$ cat src/rtl/sisc_fetch.sv
// SISC instruction-fetch / program-counter stage: owns PC and IR, fetches over a
// req/ack memory handshake and resolves conditional branches from ALU flags.
module sisc_fetch #(
  parameter int ADDR_W  = 16,
  parameter int INSTR_W = 32
) (
  input  logic               clk,
  input  logic               rst_f,
  input  logic               ir_load,
  input  logic               pc_write,
  input  logic               pc_sel,
  input  logic               br_sel,
  input  logic               pc_rst,
  input  logic [3:0]         stat,
  input  logic               imem_ack,
  input  logic [INSTR_W-1:0] imem_rdata,
  output logic               imem_req,
  output logic [ADDR_W-1:0]  imem_addr,
  output logic [INSTR_W-1:0] instr,
  output logic [3:0]         opcode,
  output logic [3:0]         mm,
  output logic [ADDR_W-1:0]  pc_out,
  output logic               ir_valid,
  output logic               busy,
  output logic               halted
);

  typedef enum logic [1:0] {
    S_IDLE,
    S_REQ,
    S_VALID,
    S_HALT
  } state_t;

  localparam logic [3:0] OP_BRA = 4'd4;
  localparam logic [3:0] OP_BRR = 4'd5;
  localparam logic [3:0] OP_BNE = 4'd6;
  localparam logic [3:0] OP_BNR = 4'd7;
  localparam logic [3:0] OP_HLT = 4'd15;

  state_t               r_state;
  logic [ADDR_W-1:0]    r_pc;
  logic [INSTR_W-1:0]   r_ir;
  logic                 r_req;
  logic [ADDR_W-1:0]    r_addr;
  logic                 r_ir_valid;
  logic                 r_busy;
  logic                 r_halted;

  logic [3:0]           w_opcode;
  logic [3:0]           w_mm;
  logic [15:0]          w_imm;
  logic                 w_taken;
  logic [ADDR_W-1:0]    w_target;
  logic [ADDR_W-1:0]    w_pc_next;
  logic                 w_start;

  // BRA/BRR branch when any masked flag is set, BNE/BNR when none is.
  function automatic logic f_taken(input logic [3:0] op,
                                   input logic [3:0] flags,
                                   input logic [3:0] mask);
    logic hit;
    hit = |(flags & mask);
    case (op)
      OP_BRA, OP_BRR: f_taken = hit;
      OP_BNE, OP_BNR: f_taken = ~hit;
      default:        f_taken = 1'b0;
    endcase
  endfunction

  // Size casts give sign-extension for relative and zero-extension for
  // absolute targets; the add wraps modulo 2^ADDR_W.
  function automatic logic [ADDR_W-1:0] f_target(input logic              rel,
                                                 input logic [ADDR_W-1:0] pc,
                                                 input logic [15:0]       imm);
    logic signed [15:0] imm_s;
    imm_s = signed'(imm);
    if (rel) f_target = pc + ADDR_W'(imm_s);
    else     f_target = ADDR_W'(imm);
  endfunction

  assign w_opcode = r_ir[31:28];
  assign w_mm     = r_ir[27:24];
  assign w_imm    = r_ir[15:0];
  assign w_taken  = f_taken(w_opcode, stat, w_mm);
  assign w_target = f_target(br_sel, r_pc, w_imm);

  always_comb begin
    w_pc_next = r_pc;
    if (pc_rst)                          w_pc_next = '0;
    else if (pc_write && pc_sel && w_taken) w_pc_next = w_target;
    else if (pc_write)                   w_pc_next = r_pc + ADDR_W'(1);
  end

  // A fetch may only be launched when no fetch is in flight and not halted.
  assign w_start = ir_load && ((r_state == S_IDLE) || (r_state == S_VALID));

  always_ff @(posedge clk or posedge rst_f) begin
    if (rst_f) r_pc <= '0;
    else       r_pc <= w_pc_next;
  end

  always_ff @(posedge clk or posedge rst_f) begin
    if (rst_f) begin
      r_state    <= S_IDLE;
      r_ir       <= '0;
      r_req      <= 1'b0;
      r_addr     <= '0;
      r_ir_valid <= 1'b0;
      r_busy     <= 1'b0;
      r_halted   <= 1'b0;
    end else begin
      case (r_state)
        S_IDLE, S_VALID: begin
          if (w_start) begin
            r_addr     <= r_pc;
            r_req      <= 1'b1;
            r_busy     <= 1'b1;
            r_ir_valid <= 1'b0;
            r_state    <= S_REQ;
          end
        end
        S_REQ: begin
          if (imem_ack) begin
            r_ir       <= imem_rdata;
            r_req      <= 1'b0;
            r_busy     <= 1'b0;
            r_ir_valid <= 1'b1;
            if (imem_rdata[31:28] == OP_HLT) begin
              r_halted <= 1'b1;
              r_state  <= S_HALT;
            end else begin
              r_state  <= S_VALID;
            end
          end
        end
        S_HALT: begin
          r_halted   <= 1'b1;
          r_ir_valid <= 1'b1;
        end
        default: r_state <= S_IDLE;
      endcase
    end
  end

  assign imem_req  = r_req;
  assign imem_addr = r_addr;
  assign instr     = r_ir;
  assign opcode    = w_opcode;
  assign mm        = w_mm;
  assign pc_out    = r_pc;
  assign ir_valid  = r_ir_valid;
  assign busy      = r_busy;
  assign halted    = r_halted;

endmodule
$ cat config.mk
export PLATFORM = sky130hd
export DESIGN_NAME = sisc_fetch
export DESIGN_NICKNAME = d
export VERILOG_FILES = /design/src/rtl/sisc_fetch.sv
export SDC_FILE = /design/constraint.sdc
export NUM_CORES = 1
export LEC_CHECK = 0
export BUFFER_PORTS_ARGS = -buffer_cell sky130_fd_sc_hd__buf_2
export CAP_MARGIN = 20
export CORE_ASPECT_RATIO = 1.4
export CORE_MARGIN = 1.5
export CORE_UTILIZATION = 47
export DETAILED_ROUTE_END_ITERATION = 8
export MAX_ROUTING_LAYER = met4
export PLACE_DENSITY_LB_ADDON = 0.05
export SKIP_LAST_GASP = 1
export SLEW_MARGIN = 20
export SYNTH_ARGS = -nofsm -noshare
export SYNTH_HDL_FRONTEND = slang
export SYNTH_SLANG_ARGS = --single-unit
$ cat constraint.sdc
create_clock -name clk -period 2.2 [get_ports clk]
set_clock_uncertainty 0.1 [all_clocks]
set_input_delay 0.11 -clock clk [delete_from_list [all_inputs] [get_ports clk]]
set_output_delay 0.11 -clock clk [all_outputs]
set_load 0.005 [all_outputs]
### Word-level counts from Yosys, hierarchy flattened

Index checks and enable logic that the tools add are counted.

| storage, ports and cells | value |
|---|---|
| bits in registers | 69 |
| input bits | 44 |
| output and inout port bits | 76 |
| logic and storage cells | 57 |

| operators by class | value |
|---|---|
| add/subtract/negate cells | 2 |
| eq/ne operators | 11 |
| mux-type cells | 18 |
| bitwise gates (word level) | 2 |
| reductions and logical operators | 17 |

Operators with widths:

| cell | number |
|---|---|
| $mux W16 | 4 |
| $add A16 B1 Y16 const B | 1 |
| $add A16 B16 Y16 | 1 |
| $eq A4 B3 Y1 const B | 4 |
| $mux W1 | 7 |
| $ne A2 B2 Y1 const B | 3 |
| $pmux W1 S2 | 3 |
| $reduce_and A2 Y1 | 3 |
| $reduce_and A3 Y1 | 2 |
| $reduce_or A2 Y1 | 3 |
| $and A4 B4 Y4 | 1 |
| $eq A2 B2 Y1 const B | 2 |
| $eq A4 B4 Y1 const B | 1 |
| $mux W2 | 2 |
| $pmux W2 S2 | 1 |
| $reduce_bool A2 Y1 | 2 |
| $reduce_or A4 Y1 | 1 |
| $logic_and A1 B1 Y1 | 3 |
| $pmux W1 S3 | 1 |
| $reduce_bool A3 Y1 | 1 |
| $eq A2 B1 Y1 const B | 1 |
| $logic_not A2 Y1 | 1 |
| $logic_or A1 B1 Y1 | 1 |
| $not A1 Y1 | 1 |

### Depth between registers and ports, before layout

Gate-level depths: netlist of the first run.

| logic depth | value |
|---|---|
| depth after elaboration | 7 |
| depth in mapped cells | 10 |
| depth with buffers taken out | 10 |

### Worst setup path after synthesis of the first run

Ideal clock, no wire load.

| timing | value |
|---|---|
| kind | flip-flop to flip-flop |
| start | register r_pc[0] (netlist: pc_out[0]) |
| end | register r_pc[8] (netlist: pc_out[8]) |
| setup time | 0.125 ns |
| data arrival time | 2.251 ns |
| data required time | 1.975 ns |
| setup slack | -0.277 ns |
| cell stages (with the launch flop) | 10 |
| path buffers | 0 |
| clock period less this slack | 2.477 ns |
| cells stage by stage | dfrtp_1 > ha_1 > inv_1 > fa_1 > and2b_1 > o21ai_0 > a21boi_0 > o22ai_1 > xor2_1 > a2111oi_0 |

| between the ends | value |
|---|---|
| word-level cells in the longest chain between the ends | 4 |
| elaborated cells on any way between the ends | 6 |
| those cells by class | add/sub: 2; mux: 4 |

Ends and longest elaborated chain:

| item | RTL line | RTL |
|---|---|---|
| start: declaration | 42 | `logic [ADDR_W-1:0] r_pc;` |
| start signal: assignment | 100 | `else r_pc <= w_pc_next;` |
| $add A16 B1 Y16 / $add A16 B16 Y16 (equally long branches) | 92, 78 |  |
| $mux W16, on equally long branches | 92, 78 |  |
| $mux W16 * | 91 | `else if (pc_write && pc_sel && w_taken) w_pc_next = w_target;` |
| $mux W16 * | 90 | `if (pc_rst) w_pc_next = '0;` |

Mark *: on every way between the ends. The rest lies on a longest branch, timed or not. The select of a mux whose other input is x is not followed.
A chain may end at the register's enable or synchronous reset.

### Worst setup path after layout of the first run

| timing | value |
|---|---|
| start | register r_ir[1] (netlist: instr[1]) |
| end | register r_pc[15] (netlist: pc_out[15]) |

| between the ends | value |
|---|---|
| word-level cells in the longest chain between the ends | 4 |

Ends and longest elaborated chain:

| item | RTL line | RTL |
|---|---|---|
| start: declaration | 43 | `logic [INSTR_W-1:0] r_ir;` |
| start signal: assignment | 125 | `r_ir <= imem_rdata;` |
| $add A16 B16 Y16 | 78 | `if (rel) f_target = pc + ADDR_W'(imm_s);` |
| $mux W16 | 78 |  |
| $mux W16 | 91 |  |
| $mux W16 | 90 |  |

No other way between the ends.

==> flow_summary.yaml, run 1 <==
grt:
  antenna_found_initial: 0
  grtUsageTotal_pct: 30.0
  grt_max_degree: 60
  grt_pass1_vias: 4056
  overflow: 0
  grt_pass1_wl_mm: 20.2
critical_path:
  cp-start-kind: "flop"
  cp-end-kind: "flop"
  critPathKind: "reg -> reg"
  worstPathRequired_ps: 2340
  path_max_fanout: 4
  arrival_ps: 2420
  r2r_cells: 8
die:
  dieArea_sq_mm: 0.00914
  fp.dieW_microns: 81.2
  start_util_pct: 48.8
  chipHeight_microns: 113
  rows: 39
  core-area_sq_mm: 0.00825
  pin_count: 120
synthesis:
  synthDistinctLibCells: 60
  synthArstFlopShare_pct: 100
  synth.yosys.seq_area_share_pct: 42.9
  synth_top_cell_area_share_pct: 42.9
  ys_top_cells_by_area: "dfrtp_1 (43%), mux2_2 (13%), ha_1 (5.0%)"
  netlist_top_cells_count: "dfrtp_1 (69), mux2_2 (47), nand2_1 (35)"
  yosysWarnings: 0
  syn-num-nets: 455
  yosysMostFrequentCell: "dfrtp_1"
  syn_area_sq_mm: 0.00403
  syn_inst: 394
  ys_seq_elements: 69
  synth-edff-count: 0
  synth_top_area_cell: "dfrtp_1"
  dominantRegCellSynth: "dfrtp_1"
  syn_area_per_cell_sq_um: 10.2
timing:
  fmax_mhz: 439
  finalHoldViolations: 0
  worst_pin_slew_ps: 428
  finalSetupViolations: 6
  fin_crit_sh_pct: 104
  slew-limit-headroom_pct: 71.5
  finalWorstSetupSlack_ps: -77.1
  tns_ps: -169
  timing.final.crit_period_ps: 2280
  slew_violations: 0
  rsz0062_at_grt: "yes"
  fin_hold_ws_ps: 129
layout:
  diodes: 0
  fin_cells: 711
  syn_to_final_growth_pct: 47.5
  finalInstanceArea_sq_mm: 0.00594
  drive_gt1_share_pct: 47.3
  nNetsFinal: 666
pwr:
  ir_drop_uv: 652
  p_clk_share_pct: 25.2
  p_seq_share_pct: 32.8
  powerDensity_mw_per_mm2: 980
  p_leak_nw: 3.04
  netSwitchingFraction_pct: 32.8
  p_comb_share_pct: 41.9
  power.internal_w: 0.00391
  p_switching_w: 0.00191
clock_network:
  path_clk_slew_ps: 60
  clock_path_buffers: 2
  cts_tree: "done"
  cts-htree-levels: 3
  numCtsBuffers: 9
  cts_root_buf: "clkbuf_16"
  clkSinkCount: 69
  clkLatencyLatePin_ps: 330
detailed_routing:
  ant_nets: 0
  drt_iter0_drc: 227
  drt-pass1-iter-count: 4
  wl_per_cell_microns: 17.6
  wirelength_mm: 12.5
  via_count: 3947
  viasPerCell: 5.55
  drc_errors: 0
placement:
  port_buffers: 119
  dp_cells: 658
  dp_hpwl_mm: 8.89
  place_congestion: 0.967
  placed_area_sq_mm: 0.00519
run_status:
  outcome: "complete, but fails checks"
  violations: "setup timing"
worst_hold_path:
  holdPathStages: 2
  hp-class: "in -> reg"
flow_run:
  maxCapViolCount: 0
critical path, stage by stage (launching register included):
cell and delay [ps]:
dfrtp_1 420, ha_1 290, a21o_2 130, nand4_1 150, a21oi_2 170, nor2b_2 70
o311a_1 310, or3_4 330, o311ai_2 200
flip-flops by register name, indices dropped and copies added, names as in the netlist:
| signal | count |
|---|---|
| busy | 1 |
| halted | 1 |
| imem_addr | 16 |
| instr | 32 |
| ir_valid | 1 |
| pc_out | 16 |
| r_state | 2 |
repair_timing:
| item | CTS | global route |
|---|---|---|
| setup endpoints to repair | 7 | 14 |
| buffers inserted | 0 | 3 |
| hold endpoints to repair | 105 | 0 |
| gates resized for setup | 7 | 15 |
| hold buffers | 35 | 0 |
| pin swaps | 6 | 9 |
metrics by stage:
step	power [W]	setup slack, ps	utilization (%)
after detailed placement	0.00422	-96.9	63.0
after global placement	0.00419	-20.8	63.0
after global routing	0.00618	-187	72.0
after floorplan	0.00320	-4.22	-
after CTS	0.00577	-85.2	71.2
final	0.00582	-77.1	72.0
final timing paths:
check | start | endpoint | slack, ps
min in group asynchronous | rst_f | instr[21] | 170
max in group asynchronous | rst_f | pc_out[6] | 1240
max | instr[1] | pc_out[15] | -80
max reg2reg | instr[1] | pc_out[15] | -80
min reg2reg | imem_addr[10] | imem_addr[10] | 400
min | pc_rst | pc_out[2] | 130
cells in the final DEF (no fill, tap or decap), drive strengths merged, types with 3 or more instances in the layout:
cell type	n
a21o	12
a21oi	23
a22o	3
a31oi	9
and3	4
and4	3
buf	193
clkbuf	11
clkinv	3
dfrtp	69
dlygate4sd3	35
ha	16
inv	11
mux2	47
mux2i	4
nand2	35
nand3	7
nand3b	3
nand4	8
nor2	17
nor2b	3
nor3	8
o21a	5
o21ai	25
o31ai	3
or3	6
xnor2	3
xor2	6
logic make-up (layout without fill, tap and decap cells):
group | Yosys count | in the layout | share of synthesized area (%)
XOR/XNOR | 9 | 9 | 1.96
buffers and inverters | 40 | 255 | 5.25
flip-flops | 69 | 69 | 42.9
AND/OR/NAND/NOR | 105 | 105 | 13.4
AO/OA/AOI/OAI | 103 | 103 | 16.9
adder cells (fa/ha/maj) | 17 | 17 | 5.47
multiplexers | 51 | 51 | 14.1
layout make-up:
| cell class | count | area (sq um) |
|---|---|---|
| inverters | 12 | 45.0 |
| multi-input cells | 285 | 2230 |
| fillers | 654 | 2310 |
| repair buffers | 228 | 1510 |
| flip-flops and latches | 69 | 1730 |
| clock inverters | 4 | 47.5 |
| well taps | 102 | 128 |
| clock buffers | 11 | 253 |
power by group through the flow:
stage	Combinational (W)	Clock [W]	Sequential [W]
floorplan	0.00122	0	0.00198
global placement	0.00228	0	0.00190
detailed placement	0.00230	0	0.00193
CTS	0.00238	0.00148	0.00191
global route	0.00269	0.00153	0.00196
finish	0.00244	0.00147	0.00191
per-layer routing:
layer / track usage (%) / vias to the layer above / wire (microns)
met5: - / - / 0
met4: 10.0 / 0 / 414
met3: 3.98 / 30 / 644
met2: 52.3 / 148 / 6570
met1: 34.8 / 1887 / 4910
li1: - / 1882 / -
Note: power is estimated with default switching activity, not from simulation.
==> run 2: changes to the inputs <==
PLACE_DENSITY = 0.77   (was unset)
PLACE_DENSITY_LB_ADDON = unset   (was 0.05)
==> flow_summary.yaml, run 2 (synthesis gave the netlist of run 1 again) <==
clock_network:
  cts_root_buf: "clkbuf_16"
  path_clk_slew_ps: 60
  clkSinkCount: 69
  cts_tree: "done"
  clock_path_buffers: 2
  clkLatencyLatePin_ps: 340
  numCtsBuffers: 9
  cts-htree-levels: 3
grt:
  grt_pass1_vias: 4152
  antenna_found_initial: 0
  grt_pass1_wl_mm: 20.1
  grt_max_degree: 53
  overflow: 0
  grtUsageTotal_pct: 30.1
timing:
  finalWorstSetupSlack_ps: -123
  timing.final.crit_period_ps: 2320
  worst_pin_slew_ps: 431
  slew-limit-headroom_pct: 71.3
  fmax_mhz: 430
  finalSetupViolations: 7
  fin_hold_ws_ps: 102
  fin_crit_sh_pct: 106
  rsz0062_at_grt: "yes"
  slew_violations: 0
  finalHoldViolations: 0
detailed_routing:
  drc_errors: 0
  drt_iter0_drc: 227
  wirelength_mm: 12.8
  wl_met2_mm: 6.93
  drt-pass1-iter-count: 7
  wl_met1_mm: 4.57
  top_layer_used: "met4"
  ant_nets: 0
  wl_per_cell_microns: 18.1
  viasPerCell: 5.80
  via_count: 4104
  dr_wl_met3_microns: 663
pwr:
  p_leak_nw: 3.04
  powerDensity_mw_per_mm2: 1020
  total_power_w: 0.00616
  ir_drop_uv: 709
worst_hold_path:
  hp-class: "in -> reg"
  worstHoldStart: "pc_rst"
critical_path:
  reg2reg_from: "instr[1]"
  critPathKind: "reg -> reg"
  cp-end-kind: "flop"
  r2r_setup_slack_ps: -120
  arrival_ps: 2470
  path_cells: "ha_1, a21o_2, nand4_1, a21oi_2, nor2b_2, o311a_1, or3_4, o311ai_4"
  cp-startpoint: "instr[1]"
  path_max_fanout: 4
  cpMaxStageDelayCell: "dfrtp_1"
  worstPathRequired_ps: 2340
  max_stage_delay_ps: 400
  cp-start-kind: "flop"
layout:
  layout_common_cells: "buf_2 (119), dfrtp_1 (69), buf_4 (68)"
  diodes: 0
  fin_cells: 708
  finalInstanceArea_sq_mm: 0.00603
  nNetsFinal: 662
  drive_gt1_share_pct: 47.7
  largest_register_ffs: 32
  syn_to_final_growth_pct: 49.7
  layout_commonest_cell: "buf_2"
die:
  fp.dieW_microns: 81.2
  core-area_sq_mm: 0.00825
  start_util_pct: 48.8
  rows: 39
  dieArea_sq_mm: 0.00914
  pin_count: 120
  chipHeight_microns: 113
placement:
  port_buffers: 119
  dp_hpwl_mm: 8.72
  placed_area_sq_mm: 0.00514
  preCtsSetupSlack_ps: -104
  place_congestion: 0.987
  dp_cells: 649
run_status:
  outcome: "complete, but fails checks"
  violations: "setup timing"
flow_run:
  maxCapViolCount: 0
[run 2: cell types whose count changed in the layout (fill, tap and decap cells not counted), sizes merged]
cell | previous run | this run
buf | 193 | 189
bufinv | 1 | 3
clkinvlp | 1 | 0
[run 2: worst max-delay path: cells and delay by family (launching register included)]
family,cells,cell delay [ps]
DFF,1,400
AOI/OAI and AO/OA,4,880
adders and majority gates,1,280
and+or+nand+nor,3,560
[run 2: per-layer routing]
metal  GRT usage, %  vias up
li1               -     1864
met1           32.0     1967
met3           5.85       60
met4           17.8        0
met2           50.5      213
met5              -        -
[run 2: stage by stage]
stage,setup TNS (ps),utilization [%]
global placement,-35.6,62.3
global route,-1420,73.1
floorplan,-4.22,-
finish,-336,73.1
detailed placement,-467,62.3
CTS,-229,71.2
[run 2: path summary, 6_finish.rpt]
check	endpoint	depth (start not counted)
min	pc_out[5]	2
max reg2reg	pc_out[15]	8
min reg2reg	halted	1
max in group asynchronous	pc_out[4]	4
min in group asynchronous	instr[17]	3
max	pc_out[15]	8
[run 2: final cells by class]
| cell class | instances | area [sq um] |
|---|---|---|
| multi-input cells | 285 | 2280 |
| fillers | 555 | 2220 |
| flip-flops and latches | 69 | 1730 |
| repair buffers | 224 | 1500 |
| clock buffers | 11 | 243 |
| well taps | 102 | 128 |
| clock inverters | 5 | 108 |
| inverters | 12 | 45.0 |
[run 2: timing repair]
item | CTS | global route
hold buffers | 35 | 0
setup buffers | 1 | 7
hold endpoints to repair | 51 | 0
resized for setup | 8 | 23
endpoints found under the setup margin | 7 | 11
pin swaps | 4 | 14
[run 2: power by group]
part	internal, W	total (W)	switching, W
sequential	0.00163	0.00192	0.000283
combinational	0.00139	0.00255	0.00116
clock	0.00114	0.00170	0.000554
==> run 3: changes to the inputs <==
CORE_UTILIZATION = 45   (was 47)
CTS_BUF_LIST = sky130_fd_sc_hd__clkbuf_4   (was unset)
PLACE_DENSITY = 0.74   (was 0.77)
clock period = 2 ns   (was 2.2 ns; I/O delays follow)
==> flow_summary.yaml, run 3 (synthesis gave the netlist of run 1 again) <==
layout:
  nNetsFinal: 689
  syn_to_final_growth_pct: 50.4
  largest_register_ffs: 32
  layout_common_cells: "buf_2 (119), buf_4 (92), dfrtp_1 (68)"
  drive_gt1_share_pct: 50.6
  layout_commonest_cell: "buf_2"
critical_path:
  max_stage_delay_ps: 380
  path_cells: "ha_2, inv_2, fa_2, and2b_1, o21ai_2, a21boi_2, o22ai_1, xor2_1, a2111oi_2"
  r2r_setup_slack_ps: -340
  path_max_fanout: 3
  arrival_ps: 2580
  cp-end-kind: "flop"
  worstPathRequired_ps: 2230
  cpMaxStageDelayCell: "dfrtp_1"
  cp-startpoint: "instr[0]"
  reg2reg_from: "instr[0]"
  r2r_cells: 9
  r2r_end: "pc_out[8]"
  critPathKind: "reg -> reg"
  timing.critical_path.to: "pc_out[8]"
  cp-start-kind: "flop"
pwr:
  p_leak_nw: 3.10
  netSwitchingFraction_pct: 36.8
  p_comb_share_pct: 50.2
  power.internal_w: 0.00383
  p_switching_w: 0.00223
  ir_drop_uv: 755
  powerDensity_mw_per_mm2: 1000
  p_seq_share_pct: 34.3
  total_power_w: 0.00606
  p_clk_share_pct: 15.6
detailed_routing:
  viasPerCell: 5.61
  drc_errors: 0
  drt-pass1-iter-count: 5
  via_count: 4143
  drt_iter0_drc: 276
  wl_per_cell_microns: 17.9
  wirelength_mm: 13.2
  ant_nets: 0
placement:
  place_congestion: 0.938
  dp_hpwl_mm: 8.94
  preCtsSetupSlack_ps: -319
  port_buffers: 119
grt:
  grt_pass1_vias: 4206
  grt_pass1_wl_mm: 20.9
  grt.busiest_layer: "met2"
  overflow: 0
  use_met2_pct: 51.5
  grt_use_met1_pct: 31.1
  grtUsageMet3_pct: 4.16
  grt_max_degree: 70
  antenna_found_initial: 1
  grtUsageTotal_pct: 28.7
timing:
  fmax_mhz: 427
  worst_pin_slew_ps: 600
  timing.final.crit_period_ps: 2340
  finalHoldViolations: 0
  finalWorstSetupSlack_ps: -343
  slew_violations: 0
  slew-limit-headroom_pct: 59.9
  finalSetupViolations: 12
  fin_crit_sh_pct: 117
  rsz0062_at_grt: "yes"
die:
  pin_count: 120
  dieArea_sq_mm: 0.00953
  start_util_pct: 46.5
  chipHeight_microns: 115
  rows: 40
  fp.dieW_microns: 82.9
  core-area_sq_mm: 0.00866
flow_run:
  maxCapViolCount: 0
clock_network:
  cts_tree: "done"
  clkSinkCount: 69
  clock_path_buffers: 2
  clkLatencyLatePin_ps: 460
  path_clk_slew_ps: 130
  cts_root_buf: "clkbuf_4"
  numCtsBuffers: 9
  cts-htree-levels: 3
run_status:
  outcome: "complete, but fails checks"
  violations: "setup timing"
worst_hold_path:
  hp-class: "in -> reg"
==> run 3: how the worst min path moves through the flow <==
| stage | start | to | depth (start not counted) |
|---|---|---|---|
| 5_1_grt | br_sel | pc_out[6] | 4 |
| 2_1_floorplan | imem_ack | r_state[1] | 1 |
| 6_report | br_sel | pc_out[6] | 4 |
| 4_1_cts | br_sel | pc_out[6] | 4 |
| 3_3_place_gp | rst_f | instr[17] | 3 |
| 3_5_place_dp | rst_f | instr[17] | 3 |
==> run 3: what timing repair did <==
| item | in CTS | in global routing |
|---|---|---|
| pin swaps | 13 | 6 |
| hold buffers | 36 | 0 |
| hold endpoints to repair | 110 | 0 |
| setup endpoints to repair | 15 | 15 |
| gates resized for setup | 16 | 16 |
| setup buffers | 5 | 2 |
==> run 3: layout make-up <==
type | instances | area, sq um
inverters | 12 | 45.0
well taps | 105 | 131
fillers | 624 | 2600
diodes | 1 | 2.50
flip-flops and latches | 69 | 1730
clock inverters | 7 | 76.3
multi-input cells | 285 | 2300
clock buffers | 9 | 67.6
repair buffers | 251 | 1710
==> run 3: per-stage QoR <==
stage	setup TNS (ps)	cell area, sq um	hold WS, ps	cells	util (%)
floorplan	-1170	4110	146	394	-
global placement	-1560	5360	103	679	61.9
detailed placement	-2300	5360	114	679	61.9
CTS	-1990	5960	16.4	736	68.8
global route	-4180	6060	40.4	739	70.0
finish	-2600	6060	36.6	739	70.0
==> run 3: worst max-delay path: cells and delay by family (launching register included) <==
family,cells,cell delay [ps]
buffers and inverters,1,40
and+or+nand+nor,1,250
AOI/OAI and AO/OA,4,770
xor gates and xnor gates,1,160
adders and majority gates,2,520
DFF,1,380
==> run 3: routing by layer <==
metal,vias up,share of wire [%]
met1,2027,38
met2,155,55
met4,0,2.9
met5,-,0
met3,42,4.4
li1,1919,-
==> run 3: power by group through the flow <==
stage	registers, W	logic, W	clock network, W
3_3_place_gp	0.00206	0.00266	0
3_5_place_dp	0.00209	0.00273	0
5_1_grt	0.00212	0.00327	0.00102
6_report	0.00208	0.00304	0.000943
2_1_floorplan	0.00218	0.00135	0
4_1_cts	0.00206	0.00289	0.000956
